**config.mk**
```make
export PLATFORM = sky130hd
export DESIGN_NAME = screen_sequencer_flat
export DESIGN_NICKNAME = d
export VERILOG_FILES = /design/src/rtl/game_pkg.sv /design/src/rtl/screen_sequencer_if.sv /design/src/rtl/btn_debounce.sv /design/src/rtl/screen_sequencer.sv /design/src/flat_wrapper.sv
export SDC_FILE = /design/constraint.sdc
export NUM_CORES = 1
export LEC_CHECK = 0
export CAP_MARGIN = 20
export CORE_MARGIN = 10
export CORE_UTILIZATION = 45
export CTS_BUF_LIST = sky130_fd_sc_hd__clkbuf_16
export CTS_CLUSTER_DIAMETER = 30
export DETAILED_ROUTE_END_ITERATION = 10
export PLACE_DENSITY_LB_ADDON = 0.08
export SLEW_MARGIN = 20
export SYNTH_ARGS = -nofsm -noshare
export SYNTH_HDL_FRONTEND = slang
export SYNTH_SLANG_ARGS = --single-unit
```
**constraint.sdc**
```tcl
create_clock -name clk_100MHz -period 3.8 [get_ports clk_100MHz]
set_clock_uncertainty 0.15 [all_clocks]
set_input_delay 0.76 -clock clk_100MHz [delete_from_list [all_inputs] [get_ports clk_100MHz]]
set_output_delay 0.76 -clock clk_100MHz [all_outputs]
set_load 0.02 [all_outputs]
```
**src/rtl/game_pkg.sv**
```systemverilog
// Shared screen encodings and sequencer state type for the game-flow logic.
// The screen_sel encodings are also used by the top-level rgb/hsync/vsync mux.
package game_pkg;

  localparam logic [1:0] SCR_START = 2'b00;
  localparam logic [1:0] SCR_PLAY  = 2'b01;
  localparam logic [1:0] SCR_END   = 2'b10;

  typedef enum logic [2:0] {
    ST_START,
    ST_ARM_PLAY,
    ST_PLAY,
    ST_ARM_END,
    ST_END,
    ST_ARM_START
  } seq_state_t;

  // ARM_* states keep showing the screen they are leaving until the frame boundary.
  function automatic logic [1:0] state_to_sel(input seq_state_t s);
    case (s)
      ST_PLAY, ST_ARM_END:  return SCR_PLAY;
      ST_END, ST_ARM_START: return SCR_END;
      default:              return SCR_START;
    endcase
  endfunction

endpackage

```
**src/rtl/screen_sequencer_if.sv**
```systemverilog
// Game-flow signals between the sequencer, the button/game core/VGA timing and the screen mux.
// master = the sequencer itself, slave = everything around it.
interface screen_sequencer_if;

  logic       start_btn;
  logic       stopped;
  logic       frame_start;
  logic [1:0] screen_sel;
  logic       en_start;
  logic       en_play;
  logic       en_end;
  logic       game_rst;
  logic       buzz_en;

  modport master (
    input  start_btn, stopped, frame_start,
    output screen_sel, en_start, en_play, en_end, game_rst, buzz_en
  );

  modport slave (
    output start_btn, stopped, frame_start,
    input  screen_sel, en_start, en_play, en_end, game_rst, buzz_en
  );

endinterface

```
**src/rtl/btn_debounce.sv**
```systemverilog
// Synchronizes and debounces a raw pushbutton and emits a 1-cycle pulse on each accepted press.
// A clean raw rising edge yields o_press DEBOUNCE_CYCLES+3 cycles later; releases emit nothing.
module btn_debounce #(
  parameter int DEBOUNCE_CYCLES = 1_000_000
) (
  input  logic clk_100MHz,
  input  logic reset,
  input  logic i_btn,
  output logic o_press
);

  localparam int             CW       = $clog2(DEBOUNCE_CYCLES + 1);
  localparam logic [CW-1:0]  CNT_LAST = CW'(DEBOUNCE_CYCLES - 1);

  logic          r_sync1;
  logic          r_sync2;
  logic          r_db;
  logic          r_db_d;
  logic          r_press;
  logic [CW-1:0] r_cnt;

  always_ff @(posedge clk_100MHz or posedge reset) begin
    if (reset) begin
      r_sync1 <= 1'b0;
      r_sync2 <= 1'b0;
      r_db    <= 1'b0;
      r_db_d  <= 1'b0;
      r_press <= 1'b0;
      r_cnt   <= '0;
    end else begin
      r_sync1 <= i_btn;
      r_sync2 <= r_sync1;
      r_db_d  <= r_db;
      r_press <= r_db & ~r_db_d;
      // Any sample that agrees with the accepted level is a bounce and restarts the count.
      if (r_sync2 == r_db) begin
        r_cnt <= '0;
      end else if (r_cnt == CNT_LAST) begin
        r_cnt <= '0;
        r_db  <= r_sync2;
      end else begin
        r_cnt <= r_cnt + 1'b1;
      end
    end
  end

  assign o_press = r_press;

endmodule

```
**src/rtl/screen_sequencer.sv**
```systemverilog
// START -> PLAY -> END game-flow FSM switching screens only on frame_start, with buzzer and END timeout.
// Outputs are registered from the next state, so screen_sel/enables move the cycle after the frame_start.
module screen_sequencer
  import game_pkg::*;
#(
  parameter int DEBOUNCE_CYCLES    = 1_000_000,
  parameter int BUZZ_CYCLES        = 50_000_000,
  parameter int END_TIMEOUT_FRAMES = 600
) (
  input  logic               clk_100MHz,
  input  logic               reset,
  screen_sequencer_if.master bus
);

  localparam int            BW         = (BUZZ_CYCLES > 0) ? $clog2(BUZZ_CYCLES + 1) : 1;
  localparam int            FW         = (END_TIMEOUT_FRAMES > 0) ? $clog2(END_TIMEOUT_FRAMES + 1) : 1;
  localparam logic [BW-1:0] BUZZ_LOAD  = BW'(BUZZ_CYCLES);
  localparam logic [FW-1:0] FRAME_LAST = (END_TIMEOUT_FRAMES > 0) ? FW'(END_TIMEOUT_FRAMES - 1) : '0;
  localparam bit            TIMEOUT_EN = (END_TIMEOUT_FRAMES != 0);

  seq_state_t    r_state;
  seq_state_t    w_state_nxt;
  logic [BW-1:0] r_buzz;
  logic [BW-1:0] w_buzz_nxt;
  logic [FW-1:0] r_frame;
  logic [FW-1:0] w_frame_nxt;
  logic          w_press;
  logic          w_timeout;
  logic [1:0]    w_sel_nxt;
  logic          w_game_rst_nxt;
  logic          w_buzz_en_nxt;
  logic [1:0]    r_screen_sel;
  logic          r_game_rst;
  logic          r_buzz_en;

  btn_debounce #(
    .DEBOUNCE_CYCLES (DEBOUNCE_CYCLES)
  ) u_btn_debounce (
    .clk_100MHz (clk_100MHz),
    .reset      (reset),
    .i_btn      (bus.start_btn),
    .o_press    (w_press)
  );

  assign w_timeout = TIMEOUT_EN && bus.frame_start && (r_frame == FRAME_LAST);

  always_ff @(posedge clk_100MHz or posedge reset) begin
    if (reset) begin
      r_state <= ST_START;
      r_buzz  <= '0;
      r_frame <= '0;
    end else begin
      r_state <= w_state_nxt;
      r_buzz  <= w_buzz_nxt;
      r_frame <= w_frame_nxt;
    end
  end

  always_comb begin
    w_state_nxt = r_state;
    case (r_state)
      ST_START:     if (w_press)              w_state_nxt = ST_ARM_PLAY;
      ST_ARM_PLAY:  if (bus.frame_start)      w_state_nxt = ST_PLAY;
      ST_PLAY:      if (bus.stopped)          w_state_nxt = ST_ARM_END;
      ST_ARM_END:   if (bus.frame_start)      w_state_nxt = ST_END;
      ST_END:       if (w_press || w_timeout) w_state_nxt = ST_ARM_START;
      ST_ARM_START: if (bus.frame_start)      w_state_nxt = ST_START;
      default:                                w_state_nxt = ST_START;
    endcase

    // Both counters only live inside END; entering END loads them, leaving clears them.
    w_buzz_nxt  = '0;
    w_frame_nxt = '0;
    if (w_state_nxt == ST_END) begin
      if (r_state != ST_END) begin
        w_buzz_nxt = BUZZ_LOAD;
      end else begin
        w_buzz_nxt  = (r_buzz != '0) ? r_buzz - 1'b1 : '0;
        w_frame_nxt = r_frame;
        if (TIMEOUT_EN && bus.frame_start) w_frame_nxt = r_frame + 1'b1;
      end
    end
  end

  always_comb begin
    w_sel_nxt      = state_to_sel(w_state_nxt);
    w_game_rst_nxt = !((w_state_nxt == ST_PLAY) || (w_state_nxt == ST_ARM_END));
    w_buzz_en_nxt  = (w_state_nxt == ST_END) && (w_buzz_nxt != '0);
  end

  always_ff @(posedge clk_100MHz or posedge reset) begin
    if (reset) begin
      r_screen_sel <= SCR_START;
      r_game_rst   <= 1'b1;
      r_buzz_en    <= 1'b0;
    end else begin
      r_screen_sel <= w_sel_nxt;
      r_game_rst   <= w_game_rst_nxt;
      r_buzz_en    <= w_buzz_en_nxt;
    end
  end

  assign bus.screen_sel = r_screen_sel;
  assign bus.en_start   = (r_screen_sel == SCR_START);
  assign bus.en_play    = (r_screen_sel == SCR_PLAY);
  assign bus.en_end     = (r_screen_sel == SCR_END);
  assign bus.game_rst   = r_game_rst;
  assign bus.buzz_en    = r_buzz_en;

endmodule
```
**src/flat_wrapper.sv**
```systemverilog
// flat-port wrapper written by rule: the top's interface ports become plain ports
module screen_sequencer_flat import game_pkg::*;
#(
  parameter int DEBOUNCE_CYCLES    = 1_000_000,
  parameter int BUZZ_CYCLES        = 50_000_000,
  parameter int END_TIMEOUT_FRAMES = 600
)
  (clk_100MHz, reset, bus_start_btn, bus_stopped, bus_frame_start, bus_screen_sel, bus_en_start, bus_en_play, bus_en_end, bus_game_rst, bus_buzz_en);
  screen_sequencer_if bus_i ();
  input  logic clk_100MHz;
  input  logic reset;
  input wire logic [$bits(bus_i.start_btn)-1:0] bus_start_btn;
  input wire logic [$bits(bus_i.stopped)-1:0] bus_stopped;
  input wire logic [$bits(bus_i.frame_start)-1:0] bus_frame_start;
  output wire logic [$bits(bus_i.screen_sel)-1:0] bus_screen_sel;
  output wire logic [$bits(bus_i.en_start)-1:0] bus_en_start;
  output wire logic [$bits(bus_i.en_play)-1:0] bus_en_play;
  output wire logic [$bits(bus_i.en_end)-1:0] bus_en_end;
  output wire logic [$bits(bus_i.game_rst)-1:0] bus_game_rst;
  output wire logic [$bits(bus_i.buzz_en)-1:0] bus_buzz_en;
  assign bus_i.start_btn = bus_start_btn;
  assign bus_i.stopped = bus_stopped;
  assign bus_i.frame_start = bus_frame_start;
  assign bus_screen_sel = bus_i.screen_sel;
  assign bus_en_start = bus_i.en_start;
  assign bus_en_play = bus_i.en_play;
  assign bus_en_end = bus_i.en_end;
  assign bus_game_rst = bus_i.game_rst;
  assign bus_buzz_en = bus_i.buzz_en;
  screen_sequencer #(.DEBOUNCE_CYCLES(DEBOUNCE_CYCLES), .BUZZ_CYCLES(BUZZ_CYCLES), .END_TIMEOUT_FRAMES(END_TIMEOUT_FRAMES)) u_core (.clk_100MHz(clk_100MHz), .reset(reset), .bus(bus_i));
endmodule
```
==> results of run 1 <==
path summary, 6_finish.rpt:
path	slack (ns)	endpoint	depth (start not counted)
max	0.70	u_core.bus.buzz_en	7
min	0.20	u_core.u_btn_debounce.r_sync2	0
max reg2reg	0.70	u_core.bus.buzz_en	7
min reg2reg	0.20	u_core.u_btn_debounce.r_sync2	0
max in group asynchronous	2.16	u_core.r_buzz[3]	3
min in group asynchronous	0.65	u_core.u_btn_debounce.r_cnt[5]	2
cell type report:
type / instances / area share
Tap cell: 99 / 0.0326
Multi-Input combinational cell: 249 / 0.408
Clock inverter: 7 / 0.00855
Clock buffer: 9 / 0.0592
Timing Repair Buffer: 14 / 0.0349
Inverter: 9 / 0.00888
Sequential cell: 68 / 0.448
flip-flops by register name, indices dropped and copies added (netlist names), 2 cells and up:
register                     flops
u_core.r_frame                  10
u_core.bus.screen_sel            2
u_core.r_buzz                   26
u_core.u_btn_debounce.r_cnt     20
u_core.r_state                   3
layer usage:
metal,track usage,vias up,part of all wire
met5,0,-,0
met4,0.0590,0,0.019
met3,0.0338,9,0.027
met2,0.187,21,0.47
met1,0.151,1154,0.48
li1,-,1187,-
cells by family after synthesis:
family | Yosys count
mux | 3
xor+xnor | 51
flops | 68
simple gates | 165
buf+inv | 18
fa+ha+maj | 3
compound gates | 27
synth_stat cells, types with 3 or more instances:
master	number
nand4_1	8
inv_1	9
or3_1	7
xor2_1	30
nor4_1	12
nor2b_1	9
buf_2	3
nor2_1	58
nand3_1	17
dfrtp_1	67
ha_1	3
nand2_1	18
or4_1	3
and3_1	8
a21oi_1	14
xnor2_1	21
clkbuf_1	5
nor3_1	9
worst max-delay path: cells and delay by family, from the launching register on:
kind | cells | cell delay [ns]
compound gates | 1 | 0.11
flops | 1 | 0.43
simple gates | 6 | 2.28
cells in the final DEF, fill, tap and decap left out, drive strengths merged, types with 11 or more instances in the layout:
master | Yosys | layout
clkdlybuf4s50 | 0 | 11
nor4 | 12 | 12
inv | 9 | 13
nor2 | 58 | 58
nand2 | 18 | 18
a21oi | 15 | 15
xnor2 | 21 | 21
nand3 | 17 | 17
dfrtp | 67 | 67
xor2 | 30 | 30
metrics by stage:
stage | util | cell area (um^2) | instances | setup WS [ns] | hold slack [ns]
4_1_cts | 0.527 | 3800 | 455 | 0.717 | 0.206
6_report | 0.527 | 3800 | 455 | 0.701 | 0.203
3_5_place_dp | 0.492 | 3550 | 439 | 0.433 | 0.193
2_1_floorplan | - | 3340 | 335 | 1.11 | 0.181
3_3_place_gp | 0.492 | 3550 | 439 | 0.500 | 0.189
5_1_grt | 0.527 | 3800 | 455 | 0.480 | 0.228
power by group through the flow:
stage | clock [mW] | combinational [mW] | sequential (mW)
2_1_floorplan | 0 | 1.68 | 0.986
3_3_place_gp | 0 | 2.10 | 1.00
3_5_place_dp | 0 | 2.06 | 1.01
4_1_cts | 0.739 | 2.07 | 0.996
5_1_grt | 0.766 | 2.32 | 1.02
6_report | 0.716 | 2.06 | 0.997
==> reports/results.ini, run 1 <==
[run_status]
outcome=finished clean

[worst_setup_path]
cp_cell_sequence=nor4_1 > nand3_1 > or4_1 > nand2b_4 > nor2_1 > nor4_1 > a31oi_1
path_common_cell=nor4_1
crit_arrival_ns=3.14
r2r_start=u_core.r_buzz[4]
end_kind=flop
required_ns=3.84
crit_type=flop to flop
worstSetupStartpointType=flop
slowest_stage=or4_1
crit_fanout=16
max_stage_delay_ns=0.79
startpoint=u_core.r_buzz[4]

[synth]
synth-xor-area-share=0.134
yosys_warnings=0
synth_compound_area_frac=0.0544
ys_seq_area_frac=0.511
ys_top_cells_by_area=dfrtp_1, xor2_1, nor2_1, xnor2_1, nand3_1
synthSimpleGateAreaFrac=0.257
synth_top_family_by_area=simple AND/OR/NAND/NOR gates
synth_mux_area_frac=0.00938
synth_top_area_share=0.503
syn_avg_cell_area_um2=9.96
async_reset_ff_frac=1.00
synth_seq_cells=68
synthesis.area_mm2=0.00334
synth_cells=335
yosysUniqueCellTypes=46
synthAdderAreaFrac=0.0113
synth_top_cell_by_area=dfrtp_1
synth_edf_count=0
synth-main-ff-cell=dfrtp_1
syn_nets=343

[clock_tree]
ctsResizeCount=0
clkTransAtPathRegs_ns=0.05
cts_root_buf=clkbuf_16
cts.hold.buffers_added=0
cts_tree=built
clock-sinks=68
htree_levels=3
cts_made_buffers=9
postCtsSetupBuffers=0
clock_path_buffers=2
worstSkewPairLatency_ns=0.32

[pwr]
clkPwrFrac=0.189
p_sw_mw=1.64
p_seq_frac=0.264
power.leakage_nw=1.78
switching_share=0.433
power_density_mw_per_mm2=993
pwr-share-comb=0.546
p_int_mw=2.14
p_total_mw=3.78
ir_drop_uv=449

[grt]
antenna_found_initial=0
grt_max_degree=28
grt_pass1_wl_um=11100
grt_overflow=0
grt_use_total=0.121
grt_pass1_vias=2319

[detailed_routing]
drc_errors=0
drt_first_pass_iters=4
ant_nets=0
vias=2371
wl_per_cell_um=13.8
drt_iter0_markers=95
routed_wl_um=6270
viasPerCell=5.21

[floorplan]
rows=31
die_y_um=106
fp.dieW_um=106
dieArea_mm2=0.0113
core_mm2=0.00721
initial_core_util=0.462
io_pins=12

[timing]
rsz0062_at_grt=false
slew_headroom=0.504
setup_viol=0
hold_viol_final=0
fin_crit_sh=0.815
max_freq_ghz=0.323
fin_crit_ns=3.10
tightest_slew_ns=0.743
setup-tns-final_ns=0
finalMaxSlewViolations=0

[placement]
gp_congestion=0.852
hpwlAfterDp_um=4440
portBuffers=11

[final_layout]
antennaDiodeCount=0
seq_area_mm2=0.00170
drive_gt1_frac=0.0674
nets=359
num-fill-cells=670
area_growth_syn_to_layout_pct=14.1
multi_input_area_mm2=0.00155

[job]
drv_cap=0

[worst_hold_path]
hold_start=u_core.u_btn_debounce.r_sync1
min_path_type=flop to flop

Power figures use the tool's default switching activity.
==> inputs of run 2 (changes only) <==
==> constraint.sdc (replaced) <==
create_clock -name clk_100MHz -period 2.91 [get_ports clk_100MHz]
set_clock_uncertainty 0.15 [all_clocks]
set_input_delay 0.582 -clock clk_100MHz [delete_from_list [all_inputs] [get_ports clk_100MHz]]
set_output_delay 0.582 -clock clk_100MHz [all_outputs]
set_load 0.02 [all_outputs]
==> run 2 against run 1 <==
Compared with the run above:
- critical path type unchanged
- combinational power grew 54%
- final cell count increased by 4.0%
- non-clock buffer count up 19
- count of clock-buffer cells in the layout is the same
- sequential share of layout area is 2.0 points lower
- die area unchanged
- first-iteration DRC count up 31%
- critical endpoint unchanged
- worst hold slack worse by 0.0027 ns
- maximum frequency rose by 16%
==> reports/results.ini, run 2 (synthesized netlist as in run 1, its figures left out) <==
[clock_tree]
cts_root_buf=clkbuf_16
cts_tree=built
worstSkewPairLatency_ns=0.32
ctsResizeCount=0
cts.hold.buffers_added=0
postCtsSetupBuffers=0
clock-sinks=68
cts_made_buffers=9
htree_levels=3
clkTransAtPathRegs_ns=0.05
clock_path_buffers=2

[grt]
grt_use_total=0.129
grt_overflow=0
grt_pass1_vias=2484
grt_use_met3=0.0284
grtUsageMet1=0.166
grt_pass1_wl_um=11900
grt_max_degree=69
grtUsageMet2=0.202
busiest_layer=met2
antenna_found_initial=0

[worst_setup_path]
cp_cell_sequence=or3_4 > or4_4 > or4_4 > a21oi_1 > nor2_1 > nor4_1 > a31oi_1
path_common_cell=or4_4
max_stage_delay_ns=0.62
crit_fanout=6
worstSetupStartpointType=flop
required_ns=2.95
crit_arrival_ns=2.72
crit_type=flop to flop
slowest_stage=or4_4
end_kind=flop

[detailed_routing]
viasPerCell=5.18
wl_per_cell_um=14.2
drc_errors=0
drt_iter0_markers=124
routed_wl_um=6700
vias=2452
ant_nets=0
drt_first_pass_iters=4

[final_layout]
num-fill-cells=666
antennaDiodeCount=0
largest_register=u_core.r_buzz
largest_reg_flops=26
layout_commonest_cell=dfrtp_1
drive_gt1_frac=0.115
multi_input_area_mm2=0.00156
nets=378
top_regs=u_core.r_buzz x26, u_core.u_btn_debounce.r_cnt x20, u_core.r_frame x10
layout_common_cells=dfrtp_1, nor2_1, xor2_1, xnor2_1, buf_4
area_growth_syn_to_layout_pct=19.4
seq_area_mm2=0.00170

[floorplan]
fp.dieW_um=106
dieArea_mm2=0.0113
initial_core_util=0.462
io_pins=12
die_y_um=106
core_mm2=0.00721
rows=31

[timing]
tightest_slew_ns=0.407
max_freq_ghz=0.374
setup-tns-final_ns=0
fin_crit_ns=2.68
setup_viol=0
hold_viol_final=0
finalMaxSlewViolations=0
slew_headroom=0.728
rsz0062_at_grt=false
fin_crit_sh=0.919

[placement]
hpwlAfterDp_um=4780
gp_congestion=0.815
portBuffers=11

[job]
drv_cap=0

[run_status]
outcome=finished clean

[pwr]
power_density_mw_per_mm2=1380
ir_drop_uv=594
power.leakage_nw=1.88
p_total_mw=5.48

[worst_hold_path]
min_path_type=flop to flop

[run 2: changes by cell type in the layout (fill, tap and decap cells not counted)]
cell	previous run	this run
buf_12	0	1
buf_4	3	21
bufinv_16	0	1
clkinv_1	0	1
clkinv_2	2	1
clkinvlp_4	1	0
inv_1	12	11
or4_1	3	2
or4_4	1	2
[run 2: final cells by class]
class                           count  area share
Clock buffer                        9      0.0566
Tap cell                           99      0.0311
Timing Repair Buffer               33      0.0723
Clock inverter                      6      0.0126
Sequential cell                    68       0.428
Inverter                            9     0.00849
Multi-Input combinational cell    249       0.391
[run 2: per-layer routing]
layer,part of all wire,vias to the layer above
li1,-,1221
met1,0.46,1195
met2,0.49,27
met3,0.027,9
met4,0.018,0
met5,0,-
[run 2: stage by stage]
step           utilization  instance area [um^2]  worst slack [ns]  cells  hold slack [ns]
2_1_floorplan            -                  3340             0.220    335            0.181
3_3_place_gp         0.513                  3700             0.149    458            0.184
3_5_place_dp         0.513                  3700             0.113    458            0.191
4_1_cts              0.551                  3980             0.102    473            0.203
5_1_grt              0.552                  3980            0.0355    473            0.218
6_report             0.552                  3980             0.235    473            0.200
[run 2: final timing paths]
path	startpoint	cells after the start	endpoint	slack (ns)
setup / recovery	u_core.r_buzz[19]	7	u_core.bus.buzz_en	0.23
hold / removal	u_core.u_btn_debounce.r_sync1	0	u_core.u_btn_debounce.r_sync2	0.20
setup reg to reg	u_core.r_buzz[19]	7	u_core.bus.buzz_en	0.23
hold reg to reg	u_core.u_btn_debounce.r_sync1	0	u_core.u_btn_debounce.r_sync2	0.20
max in group asynchronous	reset	3	u_core.bus.game_rst	1.79
min in group asynchronous	reset	3	u_core.r_frame[0]	0.50
[run 2: where the power goes]
group / switching [mW] / internal, mW / total (mW)
logic: 1.72 / 1.45 / 3.17
registers: 0.180 / 1.12 / 1.30
clock network: 0.368 / 0.644 / 1.01
[run 2: worst max-delay path, delay by kind of cell, from the launching register on]
family	cells	cell delay, ns
DFF	1	0.38
AOI/OAI and AO/OA	2	0.27
and+or+nand+nor	5	1.75
